## config.mk

```make
export PLATFORM = sky130hd
export DESIGN_NAME = pwm_fade_ctrl
export DESIGN_NICKNAME = d
export VERILOG_FILES = /design/src/rtl/pwm_pkg.sv /design/src/rtl/pwm_fade_ctrl_tick_gen.sv /design/src/rtl/pwm_fade_ctrl.sv
export SDC_FILE = /design/constraint.sdc
export NUM_CORES = 1
export LEC_CHECK = 0
export CORE_MARGIN = 2
export CORE_UTILIZATION = 55
export CTS_CLUSTER_SIZE = 28
export DETAILED_ROUTE_END_ITERATION = 16
export GPL_TIMING_DRIVEN = 0
export PLACE_DENSITY_LB_ADDON = 0.25
export SLEW_MARGIN = 30
export SYNTH_ARGS = -nofsm -noshare
export SYNTH_HDL_FRONTEND = slang
export SYNTH_SLANG_ARGS = --single-unit
```

## constraint.sdc

```tcl
create_clock -name clk -period 5.4 [get_ports clk]
set_clock_uncertainty 0.2 [all_clocks]
set_input_delay 0.81 -clock clk [delete_from_list [all_inputs] [get_ports clk]]
set_output_delay 0.81 -clock clk [all_outputs]
set_load 0.05 [all_outputs]
```

## src/rtl/pwm_pkg.sv

```systemverilog
// Shared types and helpers for the PWM fade controller.
// Build option: PWM_FADE_BREATHE_EN enables the breathing mode in pwm_fade_ctrl.
package pwm_pkg;

  localparam int R_DEFAULT  = 10;
  localparam int IW_DEFAULT = 32;

  typedef enum logic [1:0] {
    IDLE    = 2'd0,
    RAMP    = 2'd1,
    BREATHE = 2'd2
  } fade_state_t;

  // One saturating move of cur toward tgt; never passes tgt in either direction.
  function automatic logic [31:0] sat_step(input logic [31:0] cur,
                                           input logic [31:0] tgt,
                                           input logic [31:0] step);
    logic [31:0] res;
    if (tgt >= cur) begin
      if ((tgt - cur) <= step) res = tgt;
      else                     res = cur + step;
    end else begin
      if ((cur - tgt) <= step) res = tgt;
      else                     res = cur - step;
    end
    return res;
  endfunction

endpackage

```

## src/rtl/pwm_fade_ctrl_tick_gen.sv

```systemverilog
// Step-interval counter: strobes once every interval+1 enabled clocks.
module fade_tick_gen
  import pwm_pkg::*;
#(
  parameter int IW = IW_DEFAULT
) (
  input  logic          clk,
  input  logic          reset,
  input  logic          clear,
  input  logic          enable,
  input  logic [IW-1:0] interval,
  output logic          tick
);

  logic [IW-1:0] count;

  assign tick = enable && (count == interval);

  // Interval counter; wraps to zero on the strobe cycle.
  always_ff @(posedge clk) begin
    if (reset) begin
      count <= {IW{1'b0}};
    end else if (clear) begin
      count <= {IW{1'b0}};
    end else if (tick) begin
      count <= {IW{1'b0}};
    end else if (enable) begin
      count <= count + {{(IW-1){1'b0}}, 1'b1};
    end else begin
      count <= count;
    end
  end

endmodule

```

## src/rtl/pwm_fade_ctrl.sv

```systemverilog
// Duty-cycle ramp generator feeding a PWM duty input.
// Build option: define PWM_FADE_BREATHE_EN for the cmd_breathe port and BREATHE mode.
module pwm_fade_ctrl
  import pwm_pkg::*;
#(
  parameter int R  = R_DEFAULT,
  parameter int IW = IW_DEFAULT
) (
  input  logic          clk,
  input  logic          reset,
  input  logic          cmd_valid,
  output logic          cmd_ready,
  input  logic [R:0]    cmd_target,
  input  logic [R-1:0]  cmd_step,
  input  logic [IW-1:0] cmd_interval,
`ifdef PWM_FADE_BREATHE_EN
  input  logic          cmd_breathe,
`endif
  input  logic          abort,
  output logic [R:0]    duty,
  output logic          busy,
  output logic          done
);

  localparam logic [R:0]   DUTY_MAX  = {1'b1, {R{1'b0}}};
  localparam logic [R:0]   DUTY_ZERO = {(R+1){1'b0}};
  localparam logic [R-1:0] STEP_ONE  = {{(R-1){1'b0}}, 1'b1};

  fade_state_t   state;
  logic [R:0]    target_r;
  logic [R-1:0]  step_r;
  logic [IW-1:0] interval_r;
  logic [R:0]    goal;
  logic [R:0]    clamped;
  logic [R-1:0]  step_eff;
  logic [31:0]   next_full;
  logic [R:0]    next_duty;
  logic          reached;
  logic          accept;
  logic          ramping;
  logic          step_due;

`ifdef PWM_FADE_BREATHE_EN
  // In breathe mode the goal alternates between the target and zero.
  logic [R:0]    goal_r;
  assign goal = goal_r;
`else
  assign goal = target_r;
`endif

  assign cmd_ready = (state == IDLE) && !reset;
  assign accept    = cmd_valid && cmd_ready;
  assign ramping   = (state == RAMP) || (state == BREATHE);

  // Command normalisation and next-step datapath.
  always_comb begin
    clamped   = (cmd_target > DUTY_MAX) ? DUTY_MAX : cmd_target;
    step_eff  = (cmd_step == {R{1'b0}}) ? STEP_ONE : cmd_step;
    next_full = sat_step(32'(duty), 32'(goal), 32'(step_r));
    next_duty = next_full[R:0];
    reached   = (next_full == 32'(goal));
  end

  fade_tick_gen #(.IW(IW)) u_tick (
    .clk      (clk),
    .reset    (reset),
    .clear    (accept),
    .enable   (ramping),
    .interval (interval_r),
    .tick     (step_due)
  );

  // Control FSM with registered duty/busy/done.
  always_ff @(posedge clk) begin
    if (reset) begin
      state      <= IDLE;
      duty       <= DUTY_ZERO;
      busy       <= 1'b0;
      done       <= 1'b0;
      target_r   <= DUTY_ZERO;
      step_r     <= {R{1'b0}};
      interval_r <= {IW{1'b0}};
`ifdef PWM_FADE_BREATHE_EN
      goal_r     <= DUTY_ZERO;
`endif
    end else begin
      done <= 1'b0;
      case (state)
        IDLE: begin
          if (accept) begin
            target_r   <= clamped;
            step_r     <= step_eff;
            interval_r <= cmd_interval;
`ifdef PWM_FADE_BREATHE_EN
            goal_r     <= clamped;
`endif
            if (clamped == duty) begin
              done <= 1'b1;
            end
`ifdef PWM_FADE_BREATHE_EN
            // A zero target cannot breathe; it degenerates to a plain ramp.
            else if (cmd_breathe && (clamped != DUTY_ZERO)) begin
              state <= BREATHE;
              busy  <= 1'b1;
            end
`endif
            else begin
              state <= RAMP;
              busy  <= 1'b1;
            end
          end
        end
        RAMP: begin
          if (abort) begin
            state <= IDLE;
            busy  <= 1'b0;
          end else if (step_due) begin
            duty <= next_duty;
            if (reached) begin
              state <= IDLE;
              busy  <= 1'b0;
              done  <= 1'b1;
            end
          end
        end
`ifdef PWM_FADE_BREATHE_EN
        BREATHE: begin
          if (abort) begin
            state <= IDLE;
            busy  <= 1'b0;
          end else if (step_due) begin
            duty <= next_duty;
            if (reached) begin
              goal_r <= (goal_r == DUTY_ZERO) ? target_r : DUTY_ZERO;
            end
          end
        end
`endif
        default: begin
          state <= IDLE;
          busy  <= 1'b0;
        end
      endcase
    end
  end

endmodule

```

== Yosys cells after proc, flatten, opt, wreduce, memory -nomap -nowiden ==
Cells that the tools add are included.

* Register bits: 100
* Input port bits: 57
* Output and inout bits: 14
* Word-level logic and storage cells: 61

* Add/sub/neg operators: 5
* Magnitude comparators: 4
* Equality and inequality tests: 9
* Mux-type cells: 23
* Bitwise operators: 1
* Reductions and logical operators: 11

{| class="wikitable"
|+ Operator list
! kind !! number
|-
| $le 32x10->1 || 2
|-
| $mux 32 || 2
|-
| $add 32x1->32 const B || 1
|-
| $eq 32x11->1 || 1
|-
| $eq 32x32->1 || 1
|-
| $sub 11x11->12 || 2
|-
| $add 11x10->12 || 1
|-
| $mux 12 || 1
|-
| $sub 11x10->12 || 1
|-
| $eq 11x11->1 || 1
|-
| $ge 11x11->1 || 1
|-
| $gt 11x11->1 const B || 1
|-
| $mux 11 || 1
|-
| $logic_not 10->1 || 1
|-
| $mux 1 || 10
|-
| $mux 10 || 1
|-
| $mux 2 || 5
|-
| $ne 3x3->1 const B || 2
|-
| $ne 2x2->1 const B || 2
|-
| $pmux 1 s2 || 2
|-
| $pmux 2 s2 || 1
|-
| $reduce_and 4->1 || 1
|-
| $logic_and 1x1->1 || 3
|-
| $reduce_and 3->1 || 1
|-
| other kinds (8) || 8
|}

== Longest topological paths before layout ==
Gate-level depths: netlist of run 1.

* Word-level depth: 9
* Mapped depth: 23
* Depth with buffers taken out: 21

== Cells and area by module ==
Synthesis of run 1 repeated with hierarchy kept, for this count alone.

* Cells, all modules: 928
* Area total of the unflattened synthesis: 7,707.4 µm²

{| class="wikitable"
|+ By module, submodules not included
! module !! times used !! cells each !! area an instance (µm²) !! seq. area each (µm²)
|-
| pwm_fade_ctrl || 1 || 706 || 5,686.7 || 1,321.3
|-
| fade_tick_gen || 1 || 222 || 2,020.7 || 640.6
|}

== Worst setup path after synthesis of run 1 ==
No wires, ideal clock.

* Path kind: register -> register
* Start: register duty[4]
* End: register state[0]
* Library setup time: 0.125 ns
* Arrival time: 4.802 ns
* Data required time: 5.075 ns
* Slack: 0.273 ns
* Cell stages (with the launch flop): 21
* Buffers on the path: 1
* Clock period less this slack: 5.127 ns
* Path through: dfxtp_1 -> inv_1 -> ha_1 -> buf_6 -> a21o_1 -> o21bai_1 -> o21bai_1 -> a31oi_1 -> o21bai_1 -> a21oi_1 -> xnor2_1 -> ha_1 -> a211o_1 -> a21oi_1 -> o221ai_1 -> a22oi_1 -> a221oi_1 -> a211o_1 -> a2111oi_2 -> nand4b_1 -> o41a_1

* Word-level cells in the longest chain between the ends: 7
* Elaborated cells between the ends (all ways): 15
* Classes of those cells: 4 x add/sub; 3 x order compare; 4 x eq/ne; 3 x mux; 1 x reduce/logical

{| class="wikitable"
|+ RTL lines
! item !! line !! text
|-
| from (decl) || pwm_fade_ctrl.sv:20 || <nowiki>output logic [R:0] duty,</nowiki>
|-
| from (signal assigned) || pwm_fade_ctrl.sv:118 || <nowiki>duty <= next_duty;</nowiki>
|-
| $sub 11x11->12 (on tied branches) || pwm_pkg.sv:23, pwm_pkg.sv:20 ||
|-
| $le 32x10->1 (on tied branches) || pwm_pkg.sv:23, pwm_pkg.sv:20 ||
|-
| $mux 32 / $mux 12 (equally long branches) || pwm_pkg.sv:23, pwm_pkg.sv:20 ||
|-
| $mux 32 || pwm_pkg.sv:19 || <nowiki>if (tgt >= cur) begin</nowiki>
|-
| $eq 32x11->1 || pwm_fade_ctrl.sv:61 || <nowiki>reached = (next_full == 32'(goal));</nowiki>
|-
| $ne 3x3->1 (no line) || - ||
|-
| $reduce_and 4->1 (no line) * || - ||
|-
| to (signal assigned) || pwm_fade_ctrl.sv:76 || <nowiki>state <= IDLE;</nowiki>
|-
| to (signal assigned) || pwm_fade_ctrl.sv:108 || <nowiki>state <= RAMP;</nowiki>
|-
| to (signal assigned) || pwm_fade_ctrl.sv:115 || <nowiki>state <= IDLE;</nowiki>
|-
| to (decl) || pwm_fade_ctrl.sv:29 || <nowiki>fade_state_t state;</nowiki>
|}

Every way passes the cells marked *; elsewhere a longest branch is shown, timed or not.
A chain may end at the register's enable or synchronous reset.

== Final worst setup path of run 1 ==
Ends and elaborated chain as after synthesis.

==> reports/summary.txt, run 1 <==
total wire length = 20,800 um
period utilisation layout = 0.950
fraction of registers with async set/reset = 0
Post-Route M1 WL = 9950 um
Power Density = 256 mW/mm2
gpl congestion = 0.990
Final min period = 5.13 ns
reg2reg path depth = 23
Post-synth top cells = nand2_1 (120), dfxtp_1 (98), nor2_1 (79)
total CTS buffers = 9
dpl ws = -0.366 ns
CP Capture Point = state[0]
total iterations of the first detailed-routing run = 5
Most used DFF post-synth = dfxtp_1
setup slack after layout = 0.272 ns
Cell Int Power = 1.42 mW
CP Max Fanout = 8
total number of vias = 6,870
most area-hungry cell type in the Yosys netlist = dfxtp_1
Hold-fix buffers, CTS = 0
leak pwr = 3.64 nW
critical path startpoint category = flop
Layout area overhead = 19.4%
mux contribution to synthesized area = 0.00702
synth top area cells = dfxtp_1 (28%), ha_1 (11%), xor2_1 (7.1%)
crit path launch = duty[4]
P_sw = 0.756 mW
total gr overflow = 0
status = complete, no violations
R2R Setup Slk = 0.27 ns
final hold violation count = 0
Synth Area in Simple Gates = 0.243
worst hold path class = reg2reg
ANT nets after route = 0
Slew HR = 0.505
switching share of power = 0.347
Post-synth EDFFs = 0
Compound-Gate Fraction of Synth Area = 0.193
clk slew on worst S/H paths = 0.07 ns
die height = 118 um
met3 WL = 1900 um
first-pass GRT wire length = 32,800 um
Vias/cell = 5.93
Ys Warns = 0
core outline area = 0.0126 mm2
CTS tree = yes
Clock Sinks = 98
flops & latches, synth = 98
largest net degree at the start of global routing = 19
Post-Syn Area per Cell = 7.99 um2
row cnt = 41
Top Metal Used = met4
Worst Path Required = 5.45 ns
DRC viols = 0
crit path kind = reg2reg
R2R Path End = state[0]
final design utilization = 0.675
post-synth top area share = 0.275
final setup vio count = 0
Unique masters post-synth = 71
1st-iter DRT viols = 568
Worst-Margin Slew = 0.733 ns
Met2 Wirelength = 8580 um
Crit. End Element = flop
Power Total = 2.18 mW
clk buf depth = 2
R2R Path Start = duty[4]
wire length per cell = 17.9 um
Post-Syn Area = 0.00713 mm2
initial core utilization = 0.565
worst skew pair latency = 0.36 ns
# diodes = 0
H-tree depth = 3
Logic pwr share = 0.331
Clk network pwr share = 0.313
Worst Path Arrival = 5.18 ns
sequential fraction of the synthesis area = 0.275
Post-Synth Adder-Cell Area = 0.120
count leader, synth = nand2_1
# Max-Cap Violations = 0
vias in the first global route = 6,296
Final nets = 1,105
DIE AREA = 0.0139 mm2
Final Max Slew Viols = 0
boundary pin count = 71
HPWL Detailed = 15,800 um
Post-Syn Instances = 893
Achievable Freq = 195 MHz
worst vdd ir = 0.186 mV
total track usage = 0.297
chip width = 118 um
largest family of logic cells by synthesized area = simple AND/OR/NAND/NOR gates
initial antenna violation count = 0
Root Driver = clkbuf_16
layout cells sized above 1 = 0.0760
Flop pwr share = 0.356
Post-Syn Nets = 1,016
port bufs = 70
Synth Area in XOR/XNOR = 0.108
how the worst min path moves through the flow:
stage / depth (start not counted) / start / end
2_1_floorplan: 2 / interval_r[0] / interval_r[0]
3_3_place_gp: 2 / interval_r[5] / interval_r[5]
3_5_place_dp: 2 / interval_r[5] / interval_r[5]
4_1_cts: 2 / interval_r[25] / interval_r[25]
5_1_grt: 2 / interval_r[10] / interval_r[10]
6_report: 2 / interval_r[25] / interval_r[25]
metal layers:
metal  global-route usage  vias to the layer above
met3               0.0775                       33
met5                    0                        -
met2                0.426                      276
met1                0.439                     3237
li1                     -                     3324
met4               0.0761                        0
state kept, by name (all words and copies together), names as in the netlist:
register	cells
duty	11
step_r	10
interval_r	32
state	1
goal	11
done	1
u_tick.count	32
metrics by stage:
step	TNS, ns	instance area [um2]	cells	hold WS [ns]
2_1_floorplan	0	7130	893	0.261
3_3_place_gp	-2.65	8050	1135	0.274
3_5_place_dp	-2.04	8050	1135	0.276
4_1_cts	0	8390	1154	0.291
5_1_grt	-0.0464	8520	1159	0.299
6_report	0	8520	1159	0.288
critical path: stages, from the launching register on:
cell	delay (ns)
dfxtp_4	0.36
inv_1	0.09
ha_1	0.33
buf_6	0.15
a21oi_2	0.16
o21ai_1	0.11
o21bai_2	0.22
nand3_1	0.10
nand2_1	0.11
a21o_1	0.24
a21oi_2	0.18
xnor2_2	0.10
ha_1	0.32
a211o_1	0.31
a21oi_1	0.12
o221ai_1	0.14
a22oi_2	0.17
buf_6	0.17
a21oi_1	0.18
a221oi_2	0.33
a31oi_1	0.13
a22oi_1	0.25
nand4b_1	0.19
o41a_1	0.34
area by class of cell:
cell class,instances,area (um2)
clock inverters,7,85.1
clock buffers,9,225
repair buffers,78,768
fillers,1114,4100
well taps,172,215
inverters,55,206
plain buffers,39,186
multi-input cells,701,4850
flip-flops and latches,98,1980
repair_timing:
| action | in CTS | in global routing |
|---|---|---|
| hold endpoints to repair | 0 | 0 |
| resized for setup | 3 | 24 |
| pin swaps | 2 | 10 |
| endpoints found under the setup margin | 11 | 12 |
| buffers inserted | 3 | 5 |
layout by cell type, fill, tap and decap left out, types with 6 or more instances in the layout:
cell / instances
and3_1: 12
nand3b_1: 40
nor2b_1: 7
a21o_1: 15
ha_1: 62
or3_1: 8
buf_4: 9
clkbuf_16: 9
xnor2_1: 24
clkdlybuf4s50_1: 70
a221oi_1: 16
nor2_1: 78
o21ai_0: 23
nor3_1: 13
dfxtp_1: 92
clkbuf_1: 25
o31ai_1: 20
inv_1: 54
a21oi_1: 40
nor4_1: 9
nand3_1: 25
or2_2: 6
o21bai_1: 6
a211oi_1: 6
a31oi_1: 7
nand2b_1: 10
nand2_1: 119
xor2_1: 58
nand4_1: 11
power by group through the flow:
| stage | clock (mW) | sequential, mW | combinational, mW |
|---|---|---|---|
| 2_1_floorplan | 0 | 0.787 | 0.458 |
| 3_3_place_gp | 0 | 0.793 | 0.644 |
| 3_5_place_dp | 0 | 0.793 | 0.648 |
| 4_1_cts | 0.685 | 0.777 | 0.670 |
| 5_1_grt | 0.712 | 0.778 | 0.785 |
| 6_report | 0.682 | 0.775 | 0.722 |
cells by family (layout without fill, tap and decap cells):
logic type,after synthesis,in the layout
xor gates and xnor gates,86,86
buffers and inverters,94,188
and+or+nand+nor,352,352
muxes,5,5
DFF,98,98
adders and majority gates,66,66
AOI/OAI and AO/OA,192,192
(Power assumes the default switching activity.)
==> run 2: changes to the inputs <==
- PLACE_DENSITY: unset -> 0.73
- PLACE_DENSITY_LB_ADDON: 0.25 -> unset
==> run 2 against run 1 <==
Critical path depth shrank 1. First-iteration DRC count is 16% higher. Wire length decreased by 0.63%. Count of clock-buffer cells in the layout is the same. Maximum frequency decreased by 1.8%. Via count shrank 1.7%. Final area shrank 0.53%. Largest cell class unchanged. Largest power group unchanged.
==> reports/summary.txt, run 2 (synthesis gave the netlist of run 1 again) <==
Logic pwr share = 0.333
initial core utilization = 0.565
Worst-Margin Slew = 0.691 ns
clk slew on worst S/H paths = 0.07 ns
wire length per cell = 17.9 um
switching share of power = 0.355
Flop pwr share = 0.365
Final min period = 5.22 ns
Worst Hold Path EP = interval_r[24]
vias in the first global route = 6,286
boundary pin count = 71
total number of vias = 6,754
first-pass GRT wire length = 33,200 um
status = complete, no violations
Worst Path Arrival = 5.27 ns
P_sw = 0.752 mW
port bufs = 70
largest net degree at the start of global routing = 19
DRC viols = 0
critical path startpoint category = flop
reg2reg path depth = 22
period utilisation layout = 0.967
CTS tree = yes
final design utilization = 0.671
final setup vio count = 0
Final Non-Filler Cells = 1,154
initial antenna violation count = 0
worst vdd ir = 0.229 mV
Slew HR = 0.533
Crit. End Element = flop
largest registers = interval_r (32), u_tick.count (32)
final hold violation count = 0
leak pwr = 3.60 nW
total CTS buffers = 9
clk buf depth = 2
Vias/cell = 5.85
CP Max Fanout = 8
R2R Path Start = duty[4]
row cnt = 41
total wire length = 20,600 um
DIE AREA = 0.0139 mm2
worst skew pair latency = 0.36 ns
Clk network pwr share = 0.302
Power Total = 2.12 mW
1st-iter DRT viols = 657
FILL cells = 1,178
total track usage = 0.300
Layout area overhead = 18.8%
gpl congestion = 0.976
layout cells sized above 1 = 0.0713
crit path kind = reg2reg
DP Cell Count = 1,135
# Max-Cap Violations = 0
# diodes = 0
R2R Setup Slk = 0.18 ns
ANT nets after route = 0
Hold Path Cell Cnt = 2
most frequent cells in the layout = nand2_1 (119), dfxtp_1 (93), nor2_1 (78), clkdlybuf4s50_1 (70), ha_1 (62)
H-tree depth = 3
Achievable Freq = 192 MHz
HPWL Detailed = 15,800 um
total gr overflow = 0
die height = 118 um
Power Density = 250 mW/mm2
Root Driver = clkbuf_16
core outline area = 0.0126 mm2
worst hold path class = reg2reg
Final Max Slew Viols = 0
most common cell after layout, fill and taps aside = nand2_1
R2R Path End = state[0]
Worst Path Required = 5.45 ns
hold path start = interval_r[24]
total iterations of the first detailed-routing run = 6
Cell Int Power = 1.37 mW
Clock Sinks = 98
Final nets = 1,100
chip width = 118 um
==> run 2: worst max path at each step <==
| stage | from | endpoint | slack [ns] | cells after the start |
|---|---|---|---|---|
| finish | duty[4] | state[0] | 0.18 | 22 |
| global route | duty[4] | state[0] | -0.02 | 22 |
| CTS | duty[3] | state[0] | 0.02 | 22 |
| detailed placement | duty[4] | state[0] | -0.42 | 21 |
| global placement | duty[4] | state[0] | -0.34 | 21 |
| floorplan | duty[4] | state[0] | 0.27 | 20 |
==> run 2: per-stage QoR <==
| stage | setup TNS (ns) | cell area [um2] | hold slack [ns] | setup WS [ns] |
|---|---|---|---|---|
| finish | 0 | 8470 | 0.286 | 0.178 |
| global route | -0.0170 | 8470 | 0.305 | -0.0170 |
| CTS | 0 | 8360 | 0.291 | 0.0153 |
| detailed placement | -2.34 | 8050 | 0.277 | -0.425 |
| global placement | -1.78 | 8050 | 0.273 | -0.345 |
| floorplan | 0 | 7130 | 0.261 | 0.273 |
==> run 2: area by class of cell <==
cell class | count | area, um2 | area share
Inverter | 55 | 206 | 0.0244
Clock inverter | 7 | 62.6 | 0.00738
Buffer | 39 | 186 | 0.0220
Clock buffer | 9 | 225 | 0.0266
Sequential cell | 98 | 1980 | 0.233
Multi-Input combinational cell | 701 | 4870 | 0.575
Tap cell | 172 | 215 | 0.0254
Timing Repair Buffer | 73 | 727 | 0.0858
==> run 2: routing by layer <==
| metal | GRT usage | share of wire | wire length (um) |
|---|---|---|---|
| met4 | 0.0670 | 0.013 | 269 |
| met3 | 0.0732 | 0.088 | 1810 |
| met5 | 0 | 0 | 0 |
| met1 | 0.454 | 0.49 | 10100 |
| met2 | 0.427 | 0.41 | 8440 |
==> run 2: worst max-delay path: stages (launching register included) <==
cell      delay [ns]
dfxtp_4         0.41
inv_1           0.11
ha_1            0.32
buf_6           0.16
a21o_1          0.20
o21bai_1        0.17
o21bai_1        0.22
a31oi_2         0.22
o21bai_1        0.11
a21oi_2         0.18
xnor2_2         0.16
ha_1            0.30
a211o_1         0.30
a21oi_1         0.11
o221ai_1        0.16
a22oi_2         0.19
buf_4           0.20
a21oi_2         0.12
a221oi_1        0.31
nor2_1          0.15
a22oi_1         0.21
nand4b_1        0.22
o41a_1          0.35
==> run 2: timing repair <==
| action | in CTS | in global routing |
|---|---|---|
| resized for setup | 3 | 25 |
| setup buffers | 2 | 1 |
| endpoints found under the setup margin | 12 | 12 |
| hold buffers | 0 | 0 |
| pin swaps | 2 | 7 |
==> run 2: power by group through the flow <==
stage          Sequential, mW  Clock, mW  Combinational (mW)
2_1_floorplan           0.787          0               0.458
3_3_place_gp            0.793          0               0.644
3_5_place_dp            0.793          0               0.648
4_1_cts                 0.776      0.643               0.664
5_1_grt                 0.778      0.680               0.776
6_report                0.775      0.640               0.706
==> run 3: changes to the inputs <==
- SLEW_MARGIN: 30 -> 20
==> run 3 against run 2 <==
Die area is the same. Total power decreased by 0.12%. Clock power about the same. Flip-flop and latch count stayed put. Maximum frequency is 0.16% lower. Setup slack got worse by 0.0086 ns. Count of clock-buffer cells in the layout did not move. Non-clock buffer count unchanged. Global-route usage is the same. Critical path depth did not move. Hold slack is essentially flat. Combinational power hardly changed.
==> reports/summary.txt, run 3 (synthesis gave the netlist of run 1 again) <==
H-tree depth = 3
R2R Path Start = duty[4]
worst skew pair latency = 0.36 ns
Vias/cell = 5.84
Final Max Slew Viols = 0
row cnt = 41
placed instance area = 0.00805 mm2
total number of vias = 6,740
Final nets = 1,100
# Max-Cap Violations = 0
most frequent cells in the layout = nand2_1 (119), dfxtp_1 (93), nor2_1 (78), clkdlybuf4s50_1 (70), ha_1 (62)
leak pwr = 3.60 nW
status = complete, no violations
crit path launch = duty[4]
Hold-fix buffers, CTS = 0
DP Cell Count = 1,135
Worst Hold Path EP = interval_r[24]
clk buf depth = 2
boundary pin count = 71
R2R Path End = state[0]
CP Max Fanout = 8
setup slack after layout = 0.170 ns
hold_ws = 0.286 ns
worst hold path class = reg2reg
Root Driver = clkbuf_16
die height = 118 um
initial antenna violation count = 0
Crit. End Element = flop
final design utilization = 0.671
Layout area overhead = 18.7%
worst vdd ir = 0.228 mV
Worst Path Required = 5.45 ns
Setup TNS Final = 0 ns
Worst-Margin Slew = 1.01 ns
final setup vio count = 0
reg2reg path depth = 22
1st-iter DRT viols = 659
chip width = 118 um
total CTS buffers = 9
Slew HR = 0.319
gpl congestion = 0.976
layout cells sized above 1 = 0.0703
Worst Path Arrival = 5.28 ns
dpl ws = -0.425 ns
R2R Setup Slk = 0.17 ns
# diodes = 0
most common cell after layout, fill and taps aside = nand2_1
Power Density = 250 mW/mm2
core outline area = 0.0126 mm2
CTS tree = yes
largest net degree at the start of global routing = 19
total wire length = 20,500 um
FILL cells = 1,178
total gr overflow = 0
final hold violation count = 0
crit path kind = reg2reg
port bufs = 70
Final min period = 5.23 ns
Clock Sinks = 98
total track usage = 0.300
vias in the first global route = 6,286
Power Total = 2.12 mW
hold path start = interval_r[24]
Final Non-Filler Cells = 1,154
post-route cell area = 0.00847 mm2
wire length per cell = 17.8 um
HPWL Detailed = 15,800 um
period utilisation layout = 0.969
largest registers = interval_r (32), u_tick.count (32)
Hold Path Cell Cnt = 2
DIE AREA = 0.0139 mm2
DRC viols = 0
first-pass GRT wire length = 33,200 um
clk slew on worst S/H paths = 0.07 ns
total iterations of the first detailed-routing run = 5
Achievable Freq = 191 MHz
critical path startpoint category = flop
initial core utilization = 0.565
ANT nets after route = 0
## run 3: per-layer routing
layer,GRT usage,part of all wire,routed length [um],vias up
li1,-,-,-,3312
met1,0.454,0.48,9950,3122
met2,0.427,0.41,8440,285
met3,0.0732,0.092,1900,21
met4,0.0670,0.012,248,0
met5,0,0,0,-
## run 3: power breakdown
group	switching, mW	internal, mW	leakage (nW)
clock network	0.316	0.323	0.137
registers	0.0249	0.750	0.803
logic	0.409	0.297	2.66
## run 3: layout make-up
type                       count  area (um2)  area share
sequential                    98        1980       0.234
clock buffer                   9         225      0.0266
buffer                        39         186      0.0220
multi-input combinational    701        4860       0.575
tap                          172         215      0.0254
inverter                      55         206      0.0244
clock inverter                 7        62.6     0.00739
timing repair buffer          73         727      0.0859
## run 3: worst max path at each step
| stage | end | slack, ns | cells after the start |
|---|---|---|---|
| final | state[0] | 0.17 | 22 |
| after CTS | state[0] | 0.02 | 22 |
| after detailed placement | state[0] | -0.42 | 21 |
| after floorplan | state[0] | 0.27 | 20 |
| after global placement | state[0] | -0.34 | 21 |
| after global routing | state[0] | -0.02 | 22 |
## run 3: repair_timing
item,CTS,global route
buffers inserted,2,1
resized for setup,3,25
hold endpoints to repair,0,0
pin swaps,2,7
gates cloned,0,0
endpoints found under the setup margin,12,12
## run 3: worst max-delay path, cell delays in order, from the launching register on
cell and delay (ns):
dfxtp_4 0.41, inv_1 0.11, ha_1 0.32, buf_6 0.16, a21o_1 0.20, o21bai_1 0.17
o21bai_1 0.22, a31oi_2 0.22, o21bai_1 0.12, a21oi_2 0.18, xnor2_2 0.17, ha_1 0.31
a211o_1 0.30, a21oi_1 0.11, o221ai_1 0.16, a22oi_2 0.19, buf_4 0.20, a221oi_1 0.17
nor2_1 0.21, nor2_1 0.07, a2111oi_2 0.33, nand4b_1 0.23, o41a_1 0.35
